## src/rtl/prcoder_if.sv

```systemverilog
// Request/encoded-result bundle for the priority encoder.
// The master drives the request vector; the slave returns the registered encoding.
interface prcoder_if #(
  parameter int unsigned WIDTH  = 8,
  parameter int unsigned CODE_W = $clog2(WIDTH)
);
  logic [WIDTH-1:0]  in;
  logic [CODE_W-1:0] code;
  logic              valid;
  logic              multi;

  modport master (output in, input code, input valid, input multi);
  modport slave  (input in, output code, output valid, output multi);
endinterface

```

## src/rtl/prcoder.sv

```systemverilog
// Registered WIDTH-to-log2(WIDTH) priority encoder: highest set request index wins,
// with valid (any request) and multi (two or more requests) flags, one clock of latency.
module prcoder #(
  parameter int unsigned WIDTH  = 8,
  parameter int unsigned CODE_W = $clog2(WIDTH)
) (
  input  logic     clk,
  input  logic     rst,
  prcoder_if.slave bus
);

  logic [CODE_W-1:0] code_d, code_q;
  logic              valid_d, valid_q;
  logic              multi_d, multi_q;

  // Ascending scan: a later (higher) set bit overwrites the code, and any set bit
  // seen after an earlier one marks a multiple request.
  always_comb begin
    code_d  = '0;
    valid_d = 1'b0;
    multi_d = 1'b0;
    for (int i = 0; i < int'(WIDTH); i++) begin
      if (bus.in[i]) begin
        multi_d = multi_d | valid_d;
        valid_d = 1'b1;
        code_d  = CODE_W'(i);
      end
    end
  end

  always_ff @(posedge clk) begin
    if (rst) begin
      code_q  <= '0;
      valid_q <= 1'b0;
      multi_q <= 1'b0;
    end else begin
      code_q  <= code_d;
      valid_q <= valid_d;
      multi_q <= multi_d;
    end
  end

  assign bus.code  = code_q;
  assign bus.valid = valid_q;
  assign bus.multi = multi_q;

endmodule

```

## src/flat_wrapper.sv

```systemverilog
// flat-port wrapper written by rule: the top's interface ports become plain ports
module prcoder_flat 
#(
  parameter int unsigned WIDTH  = 8,
  parameter int unsigned CODE_W = $clog2(WIDTH)
)
  (clk, rst, bus_in, bus_code, bus_valid, bus_multi);
  prcoder_if #(.WIDTH(WIDTH), .CODE_W(CODE_W)) bus_i ();
  input  logic clk;
  input  logic rst;
  input wire logic [$bits(bus_i.in)-1:0] bus_in;
  output wire logic [$bits(bus_i.code)-1:0] bus_code;
  output wire logic [$bits(bus_i.valid)-1:0] bus_valid;
  output wire logic [$bits(bus_i.multi)-1:0] bus_multi;
  assign bus_i.in = bus_in;
  assign bus_code = bus_i.code;
  assign bus_valid = bus_i.valid;
  assign bus_multi = bus_i.multi;
  prcoder #(.WIDTH(WIDTH), .CODE_W(CODE_W)) u_core (.clk(clk), .rst(rst), .bus(bus_i));
endmodule
```

## config.mk

```make
export PLATFORM = sky130hd
export DESIGN_NAME = prcoder_flat
export DESIGN_NICKNAME = d
export VERILOG_FILES = /design/src/rtl/prcoder_if.sv /design/src/rtl/prcoder.sv /design/src/flat_wrapper.sv
export SDC_FILE = /design/constraint.sdc
export NUM_CORES = 1
export LEC_CHECK = 0
export CELL_PAD_IN_SITES_DETAIL_PLACEMENT = 0
export CELL_PAD_IN_SITES_GLOBAL_PLACEMENT = 2
export CORE_MARGIN = 2
export CORE_UTILIZATION = 17
export CTS_CLUSTER_SIZE = 25
export DETAILED_ROUTE_END_ITERATION = 8
export PLACE_DENSITY = 0.76
export SYNTH_ARGS = -nofsm -noshare
export SYNTH_HDL_FRONTEND = slang
export SYNTH_SLANG_ARGS = --single-unit
export TNS_END_PERCENT = 50
```

## constraint.sdc

```tcl
create_clock -name clk -period 0.9 [get_ports clk]
set_input_delay 0.135 -clock clk [delete_from_list [all_inputs] [get_ports clk]]
set_output_delay 0.135 -clock clk [all_outputs]
set_load 0.005 [all_outputs]
```

==> flow_summary.yaml <==
routing:
  routed_via_density: 4.64
  drt-total-wl_um: 647
  wl_per_cell_um: 9.38
  dr.pass1.iters: 2
  drc: 0
  drt_iter0_drc: 2
  ant_nets: 0
  num_vias: 320
cts:
  clkTransAtPathRegs_ns: 0.04
  clock_sinks: 5
  root_buffer: "clkbuf_4"
  cts_tree: "yes"
  postCtsSetupRepairBufs: 0
  cts_buffers: 3
  htreeDepth: 1
  cts_max_path_buffers: 2
worst_setup_path:
  crit_path_max_incr_delay_ns: 0.30
  start_kind: "register"
  path_cells: "clkdlybuf4s15_1"
  critPathSlowestCell: "dfxtp_1"
  cpLargestDelayFamily: "flip-flops"
  cp_max_fo: 1
  worstPathRequired_ns: 0.76
  path_buf_inv: 1
  arrival_ns: 0.73
  end_kind: "output pin"
  crit_type: "register to output pin"
yosys:
  ys_warn_count: 0
  synth-edff-count: 0
  netlist.area_leader.share_pct: 39.4
  syn_area_um2: 254
  synth_area_leader_cell: "dfxtp_1"
  postSynthAreaPerCell_um2: 8.19
  seq_area_frac_synth_pct: 39.4
  yosysUniqueCellTypes: 17
  ys_ff_latch: 5
  ys.flop_type: "dfxtp_1"
  synth_commonest_cells: "a21oi_1, dfxtp_1, nor2_1, nor3_1, inv_1"
  synthArstFlopShare_pct: 0
  syn-num-nets: 41
  synthCells: 31
  synthTopCellsByArea: "dfxtp_1, a21oi_1, nor3_1, a2111oi_2, nor2_1"
grt:
  grt_pass1_wl_mm: 1.01
  overflow: 0
  grt_pass1_vias: 258
  antenna_found_initial: 0
  grt_start_max_net_pins: 8
  track_usage_pct: 7.24
floorplanning:
  die_area_um2: 1820
  io_pins: 15
  num_rows: 13
  core-area_um2: 1350
  die_w_um: 42.7
  die_height_um: 42.7
  start_util_pct: 18.8
timing:
  fmax_mhz: 1160
  min_period_ns: 0.864
  hold_slack_ns: 0.250
  finalHoldViolCount: 0
  finalSetupViolCount: 0
  fin_crit_sh_pct: 96.0
  worst_pin_slew_ns: 0.249
  max-slew-margin-rel_pct: 83.3
  layout_setup_ws_ns: 0.0356
  tns_ns: 0
  slew_viol_final: 0
  rsz0062_at_grt: "false"
place:
  globalplace.congestion: 0.663
  hpwl_um: 505
  place_area_um2: 450
  dp_slack_ns: -0.528
  port_buffers: 14
hold_path:
  min_path_cells: 3
  hp-class: "input port to register"
  min-delay-start: "bus_in[4]"
  min_to: "u_core.bus.code[2]"
cells_and_area:
  drive_gt1_share_pct: 35.2
  nFillCells: 149
  multi_input_area_um2: 179
  nNetsFinal: 65
  area_delta_synth_final_pct: 87.7
  final_util_pct: 35.3
  seqCellArea_um2: 100
  diodes: 0
  fin_area_um2: 477
pwr:
  p_leak_nw: 0.201
  powerDensity_nw_per_um2: 1330
  ir_drop_mv: 0.339
job:
  maxCapViolations: 0
status:
  outcome: "completed"
[stage by stage]
stage | instances | total power, mW
after global routing | 69 | 0.665
after global placement | 65 | 0.396
final | 69 | 0.632
after floorplan | 31 | 0.284
after CTS | 69 | 0.646
after detailed placement | 65 | 0.395
[worst max path at each step]
stage | from | end | cells after the start
floorplan | bus_in[3] | u_core.bus.multi | 4
global placement | bus_in[3] | u_core.bus.multi | 5
detailed placement | bus_in[3] | u_core.bus.multi | 5
CTS | u_core.bus.multi | bus_multi | 1
global route | u_core.bus.multi | bus_multi | 1
finish | u_core.bus.multi | bus_multi | 1
[report_power, final]
group,internal (mW),switching (mW),leakage [nW]
logic,0.0711,0.0702,0.144
registers,0.237,0.00320,0.0421
clock network,0.167,0.0831,0.0150
[per-layer routing]
layer  wire [um]  vias up  part of all wire, %  track usage (%)
met5           0        -                    0                0
met4           0        0                    0             3.75
met3          61        0                  9.4             2.98
met2         297       13                   46             10.9
met1         288      145                   45             8.70
li1            -      162                    -                -
[layout by cell type (no fill, tap or decap), types with 2 or more instances in the layout]
master	instances
a21oi_1	5
clkdlybuf4s15_1	5
buf_4	5
dfxtp_1	5
nor2_1	4
clkbuf_4	3
clkbuf_2	3
buf_2	3
inv_1	2
nor3_1	2
dlygate4sd2_1	2
[timing repair]
action	in CTS	in global routing
endpoints found under the setup margin	10	1
resized for setup	26	14
hold buffers	0	0
pin swaps	2	1
[sequential cells by signal, indices dropped and copies added (netlist names)]
signal,cells
u_core.bus.valid,1
u_core.bus.code,3
u_core.bus.multi,1
[area by class of cell]
cell class	count	share of cell area, %
inverter	2	1.57
sequential	5	21.0
clock buffer	4	5.51
tap	15	3.94
timing repair buffer	19	30.4
multi-input combinational	24	37.5
[cells by family after synthesis]
family	count (synthesis)	synth area share [%]
compound gates	13	34.5
simple gates	11	23.2
flops	5	39.4
buf+inv	2	2.96
[worst min-delay path, stage by stage]
cell and delay, ns:
clkbuf_2 0.17, nor4_2 0.08, nor2_1 0.07
No activity file was read; power rests on OpenSTA's default activity.
